`src/rtl/sgpr_port_arbiter.sv`:
```
// sgpr_port_arbiter: shares the scalar regfile ports among
// operand fetchers (reads) and SALU/memory writeback (writes).
module sgpr_port_arbiter #(
  parameter int NUM_RD     = 4,
  parameter int STARVE_MAX = 4
) (
  input  logic                clock,
  input  logic                reset_n,
  input  logic [NUM_RD-1:0]   rd_req,
  input  logic [8*NUM_RD-1:0] rd_addr0,
  input  logic [8*NUM_RD-1:0] rd_addr1,
  output logic [NUM_RD-1:0]   rd_gnt,
  output logic                rd_valid,
  output logic [2:0]          rd_id,
  output logic [63:0]         rd_data0,
  output logic [63:0]         rd_data1,
  input  logic                wb_req,
  input  logic                wb_64,
  input  logic [7:0]          wb_addr,
  input  logic [63:0]         wb_data,
  input  logic                mem_req,
  input  logic                mem_64,
  input  logic [7:0]          mem_addr,
  input  logic [63:0]         mem_data,
  output logic                wb_gnt,
  output logic                mem_gnt,
  input  logic [63:0]         rf_r0,
  input  logic [63:0]         rf_r1,
  output logic [7:0]          rf_s0,
  output logic [7:0]          rf_s1,
  output logic [7:0]          rf_w0,
  output logic [63:0]         rf_wv,
  output logic                rf_en_w,
  output logic                rf_en_64,
  output logic                wr_err,
  output logic [7:0]          wr_err_addr
);

  localparam int SW = $clog2(STARVE_MAX + 1);

  logic [SW-1:0] starve_cnt;
  logic [2:0]    ptr;
  logic          s_vld;
  logic [2:0]    s_id;

  logic          mem_pri;
  logic          w_go;
  logic          w_prot;
  logic          w_ok;
  logic [7:0]    w_addr;
  logic          w_64;
  logic [63:0]   w_data;

  logic          rd_hit;
  logic          rd_go;
  logic [2:0]    rd_win;
  logic [7:0]    win_a0;
  logic [7:0]    win_a1;

  function automatic logic ro(input logic [7:0] a);
    return (a == 8'h7D)
        || (a >= 8'h80 && a <= 8'hE8)
        || (a >= 8'hF0 && a <= 8'hF8);
  endfunction

  function automatic logic hit(
    input logic [7:0] x,
    input logic [7:0] w,
    input logic       w64
  );
    return (x == w) || (w64 && x == w + 8'd1);
  endfunction

  // a+1 is not part of a read footprint when a is the top address
  function automatic logic ovl(
    input logic [7:0] a0,
    input logic [7:0] a1,
    input logic [7:0] w,
    input logic       w64
  );
    return hit(a0, w, w64)
        || (a0 != 8'hFF && hit(a0 + 8'd1, w, w64))
        || hit(a1, w, w64)
        || (a1 != 8'hFF && hit(a1 + 8'd1, w, w64));
  endfunction

  assign mem_pri = mem_req
    && (!wb_req || starve_cnt == SW'(STARVE_MAX));
  assign mem_gnt = mem_pri;
  assign wb_gnt  = wb_req && !mem_pri;
  assign w_go    = wb_req || mem_req;

  // write winner mux and read-only check
  always_comb begin
    unique case (1'b1)
      mem_pri: begin
        w_addr = mem_addr;
        w_64   = mem_64;
        w_data = mem_data;
      end
      default: begin
        w_addr = wb_addr;
        w_64   = wb_64;
        w_data = wb_data;
      end
    endcase
    w_prot = ro(w_addr)
      || (w_64 && (w_addr == 8'hFF || ro(w_addr + 8'd1)));
    w_ok = w_go && !w_prot;
  end

  // round-robin pick: first pass from ptr up, then wrap
  always_comb begin
    rd_hit = 1'b0;
    rd_win = '0;
    win_a0 = '0;
    win_a1 = '0;
    for (int j = 0; j < NUM_RD; j++) begin
      if (!rd_hit && rd_req[j] && 3'(j) >= ptr) begin
        rd_hit = 1'b1;
        rd_win = 3'(j);
        win_a0 = rd_addr0[8*j +: 8];
        win_a1 = rd_addr1[8*j +: 8];
      end
    end
    for (int j = 0; j < NUM_RD; j++) begin
      if (!rd_hit && rd_req[j] && 3'(j) < ptr) begin
        rd_hit = 1'b1;
        rd_win = 3'(j);
        win_a0 = rd_addr0[8*j +: 8];
        win_a1 = rd_addr1[8*j +: 8];
      end
    end
    rd_go = rd_hit
      && !(w_ok && ovl(win_a0, win_a1, w_addr, w_64));
  end

  // one-hot read grant
  always_comb begin
    rd_gnt = '0;
    for (int j = 0; j < NUM_RD; j++) begin
      if (rd_go && rd_win == 3'(j)) rd_gnt[j] = 1'b1;
    end
  end

  assign rd_data0 = rf_r0;
  assign rd_data1 = rf_r1;

  // mem starvation counter
  always_ff @(posedge clock or negedge reset_n) begin
    if (!reset_n) begin
      starve_cnt <= '0;
    end else if (mem_req && !mem_pri) begin
      if (starve_cnt != SW'(STARVE_MAX))
        starve_cnt <= starve_cnt + 1'b1;
    end else begin
      starve_cnt <= '0;
    end
  end

  // write issue to regfile, rejected writes flag an error
  always_ff @(posedge clock or negedge reset_n) begin
    if (!reset_n) begin
      rf_w0       <= '0;
      rf_wv       <= '0;
      rf_en_w     <= 1'b0;
      rf_en_64    <= 1'b0;
      wr_err      <= 1'b0;
      wr_err_addr <= '0;
    end else begin
      rf_en_w <= w_ok;
      wr_err  <= w_go && w_prot;
      if (w_go) begin
        rf_w0       <= w_addr;
        rf_wv       <= w_data;
        rf_en_64    <= w_64;
        wr_err_addr <= w_addr;
      end
    end
  end

  // read address issue and two-stage valid/id pipe
  always_ff @(posedge clock or negedge reset_n) begin
    if (!reset_n) begin
      ptr      <= '0;
      rf_s0    <= '0;
      rf_s1    <= '0;
      s_vld    <= 1'b0;
      s_id     <= '0;
      rd_valid <= 1'b0;
      rd_id    <= '0;
    end else begin
      s_vld    <= rd_go;
      rd_valid <= s_vld;
      rd_id    <= s_id;
      if (rd_go) begin
        rf_s0 <= win_a0;
        rf_s1 <= win_a1;
        s_id  <= rd_win;
        if ({1'b0, rd_win} == 4'(NUM_RD - 1))
          ptr <= '0;
        else
          ptr <= rd_win + 3'd1;
      end
    end
  end

endmodule
```
`config.mk`:
```
export PLATFORM = sky130hd
export DESIGN_NAME = sgpr_port_arbiter
export DESIGN_NICKNAME = d
export VERILOG_FILES = /design/src/rtl/sgpr_port_arbiter.sv
export SDC_FILE = /design/constraint.sdc
export NUM_CORES = 1
export LEC_CHECK = 0
export BUFFER_PORTS_ARGS = -buffer_cell sky130_fd_sc_hd__buf_2
export CAP_MARGIN = 20
export CELL_PAD_IN_SITES_DETAIL_PLACEMENT = 1
export CELL_PAD_IN_SITES_GLOBAL_PLACEMENT = 1
export CORE_AREA = 2 2 228 230
export CTS_BUF_LIST = sky130_fd_sc_hd__clkbuf_8
export DETAILED_ROUTE_END_ITERATION = 10
export DIE_AREA = 0 0 230 232
export PLACE_DENSITY = 0.49
export SYNTH_ARGS = -nofsm -noshare
export SYNTH_HDL_FRONTEND = slang
export SYNTH_SLANG_ARGS = --single-unit
```
`constraint.sdc`:
```
create_clock -name clock -period 11.44 [get_ports clock]
set_input_delay 3.432 -clock clock [delete_from_list [all_inputs] [get_ports clock]]
set_output_delay 3.432 -clock clock [all_outputs]
set_load 0.01 [all_outputs]
```
==> results.txt <==
Area Growth Syn to Fin -> 18.9%
startpoint of the lowest-slack register-to-register path -> ptr[0]
number of hold buffers added after CTS -> 0
Vias/cell -> 4.38
max-slew violation count -> 0
leading cell types by total area after synthesis -> sky130_fd_sc_hd__dfrtp_1 31%, sky130_fd_sc_hd__buf_4 13%, sky130_fd_sc_hd__a222oi_1 8.1%
Pleak -> 0.00460 uW
diode count -> 0
worst-case vdd ir drop -> 67.6 uV
transition time at the pin with the least slew margin -> 908 ps
half-perimeter wire length after placement -> 29300 um
number of global-route vias before repair -> 7949
H-tree depth reported by CTS -> 3
Hold/Removal Path Class -> flop to flop
count of buffer and inverter cells on the critical path -> 2
most crowded layer after global routing -> met2
Setup TNS -> 0 ps
number of instances in the placed design -> 1718
clock tree from TritonCTS -> yes
Global Route met3 Usage -> 4.14%
number of post-CTS setup repair buffers -> 0
nature of the critical path startpoint -> input pin
1st-iter DRT viols -> 680
top cell types by occurrence after synthesis -> 144 x sky130_fd_sc_hd__buf_4, 102 x sky130_fd_sc_hd__dfrtp_1, 87 x sky130_fd_sc_hd__inv_1
#FFs+latches synth -> 102
global-route congestion overflow total -> 0
root cell of the clock tree -> sky130_fd_sc_hd__clkbuf_8
cell at the slowest stage of the critical path -> sky130_fd_sc_hd__nor2b_1
Initial Utilization -> 15.9%
number of distinct library cells after synthesis -> 91
met1 Track Usage GR -> 17.3%
crit path time final -> 10940 ps
Hold Violations, Final -> 0
power density normalized to cell area -> 175 nW/um2
Critical Path End Type -> output port
wire per inst -> 21.2 um
critical path peak fanout -> 10
clock transition time at the flip-flop clock pins of the worst setup and hold paths -> 110 ps
die area -> 53400 um2
drt first pass iters -> 6
clock latency on the worst-skew pair -> 420 ps
synthesized netlist net count -> 1241
overall global routing resource usage -> 13.4%
fraction of final layout cells sized beyond drive strength 1 -> 39.2%
I/O pin cnt -> 583
ordered cell list for the critical path -> buf_2, nor2b_1, o21ai_2, and2_2, a221oi_1, o22ai_1, ha_1, nor4bb_4, mux2_1, mux2i_1, o22a_1, a311oi_1, nor4_1, a31o_1, and2_1, buf_2
multi-input gate area in the final layout -> 3890 um2
clock sink total -> 102
antenna viol nets, final -> 0
finished layout cell area -> 9650 um2
number of setup violations in the final report -> 0
aggregate routed wire length -> 36800 um
wire length of the first global-routing pass -> 53500 um
worst clock skew -> 16.0 ps
Ys Warns -> 0
cell area after synthesis -> 8120 um2
CTS-repair resized insts -> 0
maximum clock frequency -> 0.0914 GHz
most frequent CP cell -> sky130_fd_sc_hd__buf_2
cell class contributing the biggest share of worst-path delay -> simple AND/OR/NAND/NOR gates
startpoint of the worst setup timing path -> rd_req[0]
number of fill cells -> 6083
placeable core region -> 50900 um2
Setup CP Type -> input pin to output port
core occupancy in the finished layout -> 19.0%
cell type with the highest aggregate area in the netlist -> sky130_fd_sc_hd__dfrtp_1
Crit path largest cell delay -> 720 ps
Num CTS Buffers -> 9
max_cap viols -> 0
most common cell in the synthesized netlist -> sky130_fd_sc_hd__buf_4
status -> completed
Critical Path AT -> 7510 ps
unrepaired setup endpoints after global routing -> false
beginning of the worst hold path -> s_vld
per-instance average area after synthesis -> 9.18 um2
Cells after Synth -> 884
Required @ worst endpoint -> 8010 ps
number of antenna violations at the first check in global routing -> 4
fraction of synthesized cell area taken by the top area cell type -> 31.5%
register area -> 2550 um2
post-detailed-route DRC marker count -> 0
total number of placement rows -> 83
met2 routing resource usage after global routing -> 20.7%
DIE WIDTH -> 230 um
Port-buffer cells -> 325
share of the yosys chip area belonging to registers -> 31.5%
non-filler instance count after layout -> 1734
via count -> 7599
Final Cycle Share -> 95.6%
count of flip-flops with a built-in enable after synthesis -> 0
dpl cell area -> 9440 um2
die height -> 232 um
buffers from clock root to sink, at most -> 2
main flop type after synthesis -> sky130_fd_sc_hd__dfrtp_1
Max transition margin -> 39.5%
final estimated routing congestion in global placement -> 0.822
proportion of register bits with asynchronous set or reset after synthesis -> 100%
Final nets -> 1406
maximum number of pins on one net before global-route repair -> 68
where the power goes:
| part | total [uW] | internal [uW] | switching (uW) | leakage, uW |
|---|---|---|---|---|
| Clock | 262 | 111 | 152 | 0.000105 |
| Combinational | 946 | 384 | 562 | 0.00325 |
| Sequential | 477 | 427 | 50.5 | 0.00125 |
| Total | 1690 | 921 | 764 | 0.00460 |
stage by stage:
step	setup slack, ps	total power [uW]	hold WS (ps)
after global routing	208	1810	392
after global placement	675	1430	334
after floorplan	1260	1140	331
after detailed placement	559	1430	342
after CTS	553	1710	378
final	502	1690	371
cells by family after synthesis:
kind of cell,count (synthesis),synth area share [%]
adders and majority gates,11,1.70
buffers and inverters,284,20.7
other,1,0.0462
muxes,36,5.20
DFF,102,31.5
and+or+nand+nor,184,13.0
AOI/OAI and AO/OA,209,21.8
xor gates and xnor gates,57,6.15
flip-flops by register name (all words and copies together) (netlist names), 2 cells and up:
name,cells
rf_s1,8
rf_s0,8
rd_id,2
starve_cnt,3
ptr,2
wr_err_addr,8
rf_wv,64
s_id,2
cells in the final DEF (no fill, tap or decap), types with 7 or more instances in the layout:
master,synthesis,layout
sky130_fd_sc_hd__buf_2,9,324
sky130_fd_sc_hd__dfrtp_1,102,102
sky130_fd_sc_hd__inv_1,87,86
sky130_fd_sc_hd__a222oi_1,66,66
sky130_fd_sc_hd__xnor2_1,45,45
sky130_fd_sc_hd__nand2_1,33,33
sky130_fd_sc_hd__nand3_1,33,33
sky130_fd_sc_hd__nor2_1,29,28
sky130_fd_sc_hd__a21oi_1,24,24
sky130_fd_sc_hd__buf_4,144,24
sky130_fd_sc_hd__o21ai_0,17,17
sky130_fd_sc_hd__mux2i_1,17,17
sky130_fd_sc_hd__nor3_1,13,13
sky130_fd_sc_hd__xor2_1,12,12
sky130_fd_sc_hd__ha_1,11,11
sky130_fd_sc_hd__mux2_4,10,10
sky130_fd_sc_hd__clkbuf_8,0,10
sky130_fd_sc_hd__and2_1,10,9
sky130_fd_sc_hd__a31oi_1,8,8
sky130_fd_sc_hd__a32oi_1,8,8
sky130_fd_sc_hd__o22ai_1,7,7
sky130_fd_sc_hd__mux2_1,7,7
sky130_fd_sc_hd__and3b_1,7,7
worst register-to-register path: stages (launching register included):
cell and delay [ps]:
sky130_fd_sc_hd__dfrtp_1 930, sky130_fd_sc_hd__nor2b_1 420, sky130_fd_sc_hd__o21ai_2 350, sky130_fd_sc_hd__and2_2 320, sky130_fd_sc_hd__a221oi_1 120, sky130_fd_sc_hd__o22ai_1 300, sky130_fd_sc_hd__ha_1 260, sky130_fd_sc_hd__nor4bb_4 380
sky130_fd_sc_hd__mux2_1 400, sky130_fd_sc_hd__mux2i_1 150, sky130_fd_sc_hd__o22a_1 140, sky130_fd_sc_hd__a311oi_1 50, sky130_fd_sc_hd__nor4_1 320, sky130_fd_sc_hd__a31o_1 400, sky130_fd_sc_hd__buf_4 430, sky130_fd_sc_hd__mux2_1 370
final timing paths:
path	end	slack, ps	cells after the start
worst max-delay path	rd_gnt[1]	500	16
worst min-delay path	rd_valid	370	0
worst max register to register	rf_s1[3]	6020	15
worst min register to register	rd_valid	370	0
max in group asynchronous	rf_wv[10]	7150	2
min in group asynchronous	ptr[0]	3000	1
final cells by class:
class                      instances  share of cell area [%]
clock buffer                      10                    1.43
clock inverter                     6                   0.778
inverter                          90                    3.50
multi-input combinational        498                    40.4
sequential                       102                    26.5
tap                              680                    8.82
timing repair buffer             348                    18.7
routing by layer:
layer  up-vias  part of all wire (%)
li1       3404                     -
met1      3766                    44
met2       343                    45
met3        80                   8.0
met4         6                   3.2
met5         -                 0.095
No activity file was read; power rests on OpenSTA's default activity.
